### src/rtl/ringbuf_fir_pkg.sv
// Shared types and default sizing for the ring buffer FIR read engine.
package ringbuf_fir_pkg;

    localparam int TAPS  = 16;
    localparam int DW    = 24;
    localparam int CW    = 18;
    localparam int OW    = 4;
    localparam int ACCW  = DW + CW + $clog2(TAPS);
    localparam int RND   = 1 << (CW - 2);
    localparam int SHIFT = CW - 1;

    typedef enum logic [1:0] {
        IDLE  = 2'd0,
        MAC   = 2'd1,
        DRAIN = 2'd2,
        ROUND = 2'd3
    } state_t;

endpackage

### src/rtl/fir_round_sat.sv
// Round-half-up arithmetic shift from a Q(CW-1) accumulator to DW bits,
// followed by saturation to the signed DW-bit range.
module fir_round_sat #(
    parameter int ACCW = 46,
    parameter int DW   = 24,
    parameter int CW   = 18
) (
    input  logic signed [ACCW-1:0] acc_i,
    output logic signed [DW-1:0]   sample_o
);

    localparam int SH = CW - 1;
    localparam logic signed [ACCW:0] RND_V  = (ACCW+1)'(1) <<< (CW - 2);
    localparam logic signed [ACCW:0] SAT_HI = {{(ACCW+2-DW){1'b0}}, {(DW-1){1'b1}}};
    localparam logic signed [ACCW:0] SAT_LO = {{(ACCW+2-DW){1'b1}}, {(DW-1){1'b0}}};

    logic signed [ACCW:0] sum;
    logic signed [ACCW:0] shr;

    // One guard bit keeps the rounding add from wrapping at the extremes.
    always_comb begin
        sum = $signed({acc_i[ACCW-1], acc_i}) + RND_V;
        shr = sum >>> SH;
        if (shr > SAT_HI)
            sample_o = SAT_HI[DW-1:0];
        else if (shr < SAT_LO)
            sample_o = SAT_LO[DW-1:0];
        else
            sample_o = shr[DW-1:0];
    end

endmodule

### src/rtl/ringbuf_fir.sv
// Ring buffer read-side FIR: walks TAPS history offsets, MACs against the
// coefficient ROM, rounds/saturates to one sample and pops the buffer once.
module ringbuf_fir
    import ringbuf_fir_pkg::*;
#(
    parameter int TAPS = 16,
    parameter int DW   = 24,
    parameter int CW   = 18,
    parameter int OW   = 4
) (
    input  logic          clk,
    input  logic          rst,
    input  logic          start_i,
    output logic          busy_o,
    output logic [OW-1:0] rb_offset_o,
    input  logic [DW-1:0] rb_data_i,
    output logic          rb_pop_o,
    output logic [OW-1:0] coef_addr_o,
    input  logic [CW-1:0] coef_i,
    output logic [DW-1:0] data_o,
    output logic          valid_o
);

    localparam int PW = DW + CW;
    localparam int AW = DW + CW + $clog2(TAPS);
    localparam logic [OW-1:0] LAST = OW'(TAPS - 1);

    state_t               state, state_nxt;
    logic [OW-1:0]        k;
    logic signed [PW-1:0] prod_r;
    logic                 prod_v;
    logic signed [AW-1:0] acc;
    logic signed [AW-1:0] prod_ext;
    logic signed [DW-1:0] rs;

    assign prod_ext = $signed({{(AW-PW){prod_r[PW-1]}}, prod_r});

    fir_round_sat #(
        .ACCW (AW),
        .DW   (DW),
        .CW   (CW)
    ) u_round_sat (
        .acc_i    (acc),
        .sample_o (rs)
    );

    always_ff @(posedge clk) begin
        if (!rst) begin
            state    <= IDLE;
            k        <= '0;
            acc      <= '0;
            prod_r   <= '0;
            prod_v   <= 1'b0;
            data_o   <= '0;
            valid_o  <= 1'b0;
            rb_pop_o <= 1'b0;
        end else begin
            state    <= state_nxt;
            valid_o  <= 1'b0;
            rb_pop_o <= 1'b0;
            // The product pipeline lags one cycle, so the last tap lands in DRAIN.
            if (prod_v)
                acc <= acc + prod_ext;
            case (state)
                IDLE: begin
                    if (start_i) begin
                        k   <= '0;
                        acc <= '0;
                    end
                end
                MAC: begin
                    prod_r <= $signed(rb_data_i) * $signed(coef_i);
                    prod_v <= 1'b1;
                    k      <= (k == LAST) ? '0 : k + 1'b1;
                end
                DRAIN: begin
                    prod_v <= 1'b0;
                end
                ROUND: begin
                    data_o   <= rs;
                    valid_o  <= 1'b1;
                    rb_pop_o <= 1'b1;
                end
                default: ;
            endcase
        end
    end

    always_comb begin
        state_nxt = state;
        case (state)
            IDLE:    if (start_i) state_nxt = MAC;
            MAC:     if (k == LAST) state_nxt = DRAIN;
            DRAIN:   state_nxt = ROUND;
            ROUND:   state_nxt = IDLE;
            default: state_nxt = IDLE;
        endcase
    end

    assign busy_o      = (state != IDLE);
    assign rb_offset_o = (state == MAC) ? k : '0;
    assign coef_addr_o = rb_offset_o;

endmodule

### config.mk
export PLATFORM = sky130hd
export DESIGN_NAME = ringbuf_fir
export DESIGN_NICKNAME = d
export VERILOG_FILES = /design/src/rtl/ringbuf_fir_pkg.sv /design/src/rtl/fir_round_sat.sv /design/src/rtl/ringbuf_fir.sv
export SDC_FILE = /design/constraint.sdc
export NUM_CORES = 2
export LEC_CHECK = 0
export BUFFER_PORTS_ARGS = -buffer_cell sky130_fd_sc_hd__buf_4
export CORE_MARGIN = 4
export CORE_UTILIZATION = 40
export CTS_CLUSTER_DIAMETER = 80
export DETAILED_ROUTE_END_ITERATION = 10
export PLACE_DENSITY = 0.56
export SLEW_MARGIN = 20
export SYNTH_ARGS = -nofsm -noshare
export SYNTH_HDL_FRONTEND = slang
export SYNTH_SLANG_ARGS = --single-unit
### constraint.sdc
create_clock -name clk -period 6.7 [get_ports clk]
set_input_delay 1.005 -clock clk [delete_from_list [all_inputs] [get_ports clk]]
set_output_delay 1.005 -clock clk [all_outputs]
set_load 0.02 [all_outputs]
-- Word-level counts from Yosys, hierarchy flattened
Cells that the tools add are included.
- input port bits: 45
- latch bits: 0
- memories: 0
- RAM bits: 0
- register bits: 120
- memory bits (read-only): 0
- logic and storage cells: 39
- output and inout port bits: 35
- multipliers: 1
- eq/ne operators: 6
- shifts and indexed selects: 0
- add/subtract/negate cells: 3
- muxes and demuxes: 14
- $lt $le $gt $ge: 2
- div/mod/pow operators: 0
- reductions and logical operators: 6
- bitwise operators: 0
- operator list (operator ; number):
    46-bit 2-to-1 mux ; 3
    24-bit 2-to-1 mux ; 2
    46-bit by 18-bit adder with 47-bit output (second input constant) ; 1
    46-bit by 42-bit adder with 46-bit output ; 1
    24-bit by 18-bit multiplier with 42-bit output ; 1
    30-bit by 24-bit greater-than comparator with 1-bit output (second input constant) ; 1
    30-bit by 24-bit < comparator with 1-bit output (second input constant) ; 1
    4-bit 2-to-1 mux ; 3
    2-bit one-hot mux with 4 select lines ; 1
    4-bit one-hot mux with 2 select lines ; 1
    2-bit nonzero test ; 3
    4-bit by 1-bit adder with 4-bit output (second input constant) ; 1
    2-bit == test (second input constant) ; 2
    4-bit == test (second input constant) ; 1
    2-bit 2-to-1 mux ; 2
    2-bit != test (second input constant) ; 2
    2-bit AND reduction ; 2
    2-bit by 1-bit == test with 1-bit output (second input constant) ; 1
    2-bit logical NOT ; 1
    1-bit one-hot mux with 2 select lines ; 1
    1-bit 2-to-1 mux ; 1

-- Logic depth before layout (Yosys ltp)
- depth in word-level cells: 4
- depth in mapped cells: 25
- mapped depth without buffers: 24

-- Cells and area by module
A second synthesis with hierarchy kept.
- cells, all modules: 2668
- area total of the unflattened synthesis: 23153.5 um^2
- by module, submodules not included (module ; cells an instance ; instances ; area an instance (um^2)):
    ringbuf_fir ; 2532 ; 1 ; 22275.1
    fir_round_sat ; 136 ; 1 ; 878.3

-- Worst setup path after synthesis
No wires, ideal clock.
- kind: input-to-reg
- start point: input coef_i[0]
- end point: register prod_r[41]
- path buffers: 1
- stages on the path: 23
- setup slack: -0.520 ns
- setup time: 0.081 ns
- data arrival time: 7.140 ns
- path through: clkbuf_1 > and2_1 > fa_1 > inv_1 > fa_1 > inv_1 > ha_1 > inv_1 > fa_1 > inv_1 > fa_1 > inv_1 > fa_1 > inv_1 > ha_1 > a21o_1 > a21o_1 > a21o_1 > a31oi_1 > a21boi_1 > o21ai_1 > or4_1 > a41oi_1
- word-level cells in the longest chain between the ends: 1
- RTL lines (item ; RTL line ; source):
    from (decl) ; ringbuf_fir.sv:19 ; input logic [CW-1:0] coef_i,
    24-bit by 18-bit multiplier with 42-bit output ; ringbuf_fir.sv:72 ; prod_r <= $signed(rb_data_i) * $signed(coef_i);
    to (signal assigned) ; ringbuf_fir.sv:72 ;
    to (decl) ; ringbuf_fir.sv:30 ; logic signed [PW-1:0] prod_r;
No other way between the ends.
A chain may end at the register's enable or synchronous reset.

-- Final worst setup path
- start point: input coef_i[4]
- end point: register prod_r[41]
Same word-level chain as after synthesis.

==> impl_metrics.json <==
{
  "synth-seq-area-share": 0.105,
  "vias": 18100,
  "grt_pass1_wl_um": 99800,
  "fin_crit_ns": 6.46,
  "ys_ff_latch": 120,
  "worst_path_dominant_cell_family": "adder cells",
  "r2r_start": "prod_r[0]",
  "path_buf_inv": 6,
  "vias_per_cell": 4.97,
  "drt_pass1_iterations": 4,
  "max_freq_mhz": 155,
  "syn-num-nets": 3315,
  "initial_core_util": 0.406,
  "grt_max_degree": 64,
  "nNetsFinal": 3493,
  "register_area_sq_mm": 0.00240,
  "cts_buffers": 17,
  "end_kind": "register",
  "first_iter_violations": 828,
  "period_share": 0.965,
  "cts_root_buffer": "clkbuf_16",
  "drive_above_1_share": 0.123,
  "clockBufferDepth": 2,
  "num_io_pins": 80,
  "ys_types": 69,
  "synth_async_sr_flop_share": 0,
  "area_delta_synth_final_pct": 14.7,
  "cp.required_ns": 7.05,
  "final_common_cell": "inv_1",
  "cp_max_fo": 8,
  "critPathKind": "in2reg",
  "cp.depth": 23,
  "dieHeight_um": 248,
  "antenna_found_initial": 0,
  "netlist_area_sq_mm": 0.0230,
  "cts_hold_buf": 0,
  "worst_slew_pin_slew_ns": 0.716,
  "min_path_type": "reg2reg",
  "clock_latency_ns": 0.43,
  "portBuffers": 79,
  "post-dp-hpwl_um": 51100,
  "cp.arrival_ns": 6.82,
  "slowest_delay_ns": 0.55,
  "multi_input_area_sq_mm": 0.0181,
  "finalHoldViolations": 0,
  "cts.sinks": 120,
  "final_cell_mix": "inv_1 (533), fa_1 (423), nand2_1 (326)",
  "drc": 0,
  "cap_viol_max_count": 0,
  "die_area_sq_mm": 0.0613,
  "reg2reg_setup_slack_ns": 3.49,
  "slew_headroom": 0.522,
  "drv_slew": 0,
  "n_antenna_cell": 0,
  "r2r-end": "acc[40]",
  "cp_slowest_cell": "fa_1",
  "ys_warn_count": 0,
  "startpoint": "coef_i[4]",
  "min_path_cells": 2,
  "finalWeightedCongestion": 0.885,
  "grt_pass1_vias": 19200,
  "status": "finished, final reports clean",
  "fin_skew_ns": 0.00931,
  "dp_cells": 3602,
  "fillCellCount": 5598,
  "globalRouteOverflowTotal": 0,
  "rows": 87,
  "wl_um": 59200,
  "cp_cell_sequence": "buf_4 -> buf_4 -> and2_1 -> fa_1 -> inv_1 -> fa_1 -> inv_1 -> fa_1 -> inv_1 -> fa_1 -> fa_1 -> fa_1 -> inv_1 -> ha_1 -> a211oi_1 -> o31a_1 -> o21bai_1 -> a31oi_1 -> o21ai_2 -> a21boi_2 -> o21ai_2 -> or4_1 -> a41oi_1",
  "synth_ff_type": "dfxtp_1",
  "final-instance-count-excl-fill": 3635,
  "path_clk_slew_ns": 0.06,
  "grt_usage": 0.201,
  "h-tree-depth": 4,
  "synth_cells": 2688,
  "die_w_um": 248,
  "drtAntennaViolNets": 0,
  "synth_edf_count": 0,
  "rr_worst_depth": 11,
  "wire_per_inst_um": 16.3,
  "startpoint_type": "input port",
  "setup_viol": 0,
  "cts_tree": "yes",
  "path_common_cell": "fa_1",
  "core_sq_mm": 0.0566,
  "cp-endpoint": "prod_r[41]",
  "avgSynthCellArea_sq_um": 8.54
}
[stage by stage]
stage	setup TNS [ns]	hold slack, ns	area, sq um	util	worst slack, ns
after floorplan	-0.0148	0.430	23100	-	-0.0148
after global placement	-1.58	0.456	25700	0.454	-0.256
after detailed placement	-2.51	0.456	25700	0.454	-0.355
after CTS	0	0.466	26300	0.464	0.110
after global routing	-0.00215	0.487	26300	0.465	-0.00215
final	0	0.459	26300	0.465	0.236
[sequential cells by signal, indices dropped and copies added (netlist names)]
signal   cells
state        2
valid_o      1
acc         46
prod_v       1
data_o      24
k            4
prod_r      42
[cell families after synthesis]
logic type	synth area share
compound gates	0.0987
xor+xnor	0.0362
fa+ha+maj	0.456
buf+inv	0.110
flops	0.105
mux	0.0209
simple gates	0.174
[worst register-to-register path: cells and delay by family (launching register included)]
family | cells | cell delay [ns]
AO/OA/AOI/OAI | 5 | 1.25
adder cells (fa/ha/maj) | 2 | 0.66
flip-flops | 1 | 0.32
AND/OR/NAND/NOR | 4 | 0.90
[worst min path at each step]
stage / from / end / slack, ns
floorplan: prod_r[30] / prod_r[30] / 0.43
global placement: prod_r[30] / prod_r[30] / 0.46
detailed placement: prod_r[30] / prod_r[30] / 0.46
CTS: prod_r[30] / prod_r[30] / 0.47
global route: prod_r[30] / prod_r[30] / 0.49
finish: prod_r[30] / prod_r[30] / 0.46
[cell usage after synthesis (4+ instances only)]
library cell / count / share of area
nor2_1: 154 / 0.025
nand3_1: 57 / 0.012
a221oi_1: 5 / 0.0019
nor2b_1: 9 / 0.0025
or4_1: 4 / 0.0013
mux2i_1: 48 / 0.021
o21bai_1: 10 / 0.0033
nand2_1: 326 / 0.053
nor3_1: 24 / 0.0052
buf_2: 6 / 0.0013
nand4b_1: 4 / 0.0015
a21o_1: 36 / 0.012
a22oi_1: 4 / 0.0013
and3_1: 13 / 0.0035
xor2_1: 25 / 0.0095
o21a_1: 10 / 0.0033
o31a_1: 7 / 0.0027
or3_1: 11 / 0.0030
and4_1: 11 / 0.0042
a31oi_1: 16 / 0.0044
clkbuf_1: 105 / 0.017
o21ai_0: 41 / 0.0089
o21ai_1: 16 / 0.0035
inv_1: 536 / 0.088
a211oi_1: 37 / 0.012
buf_4: 5 / 0.0016
o211ai_1: 15 / 0.0049
dfxtp_1: 120 / 0.10
nand2b_1: 19 / 0.0052
nor4_1: 6 / 0.0016
buf_1: 6 / 0.00098
and2_1: 166 / 0.045
ha_1: 156 / 0.085
o31ai_1: 4 / 0.0013
a311o_1: 4 / 0.0017
fa_1: 426 / 0.37
a21oi_1: 107 / 0.023
xnor2_1: 70 / 0.027
nand4_1: 23 / 0.0063
[layout make-up]
| type | count | share of cell area |
|---|---|---|
| Clock inverter | 14 | 0.00613 |
| Timing Repair Buffer | 282 | 0.0843 |
| Tap cell | 756 | 0.0359 |
| Clock buffer | 18 | 0.0167 |
| Inverter | 538 | 0.0770 |
| Multi-Input combinational cell | 1907 | 0.689 |
| Sequential cell | 120 | 0.0913 |
[metal layers]
metal,part of all wire,vias to the layer above,global-route usage
met5,0,-,0
met4,0.014,0,0.0370
met3,0.042,43,0.0200
met2,0.47,334,0.343
met1,0.47,8937,0.281
li1,-,8744,-
[what timing repair did]
item | in CTS | in global routing
endpoints found under the setup margin | 0 | 7
gates resized for setup | 0 | 11
buffers inserted | 0 | 1
Power is not shown: default switching activity piles up to over one toggle a cycle in this logic, so the estimate is an artifact.
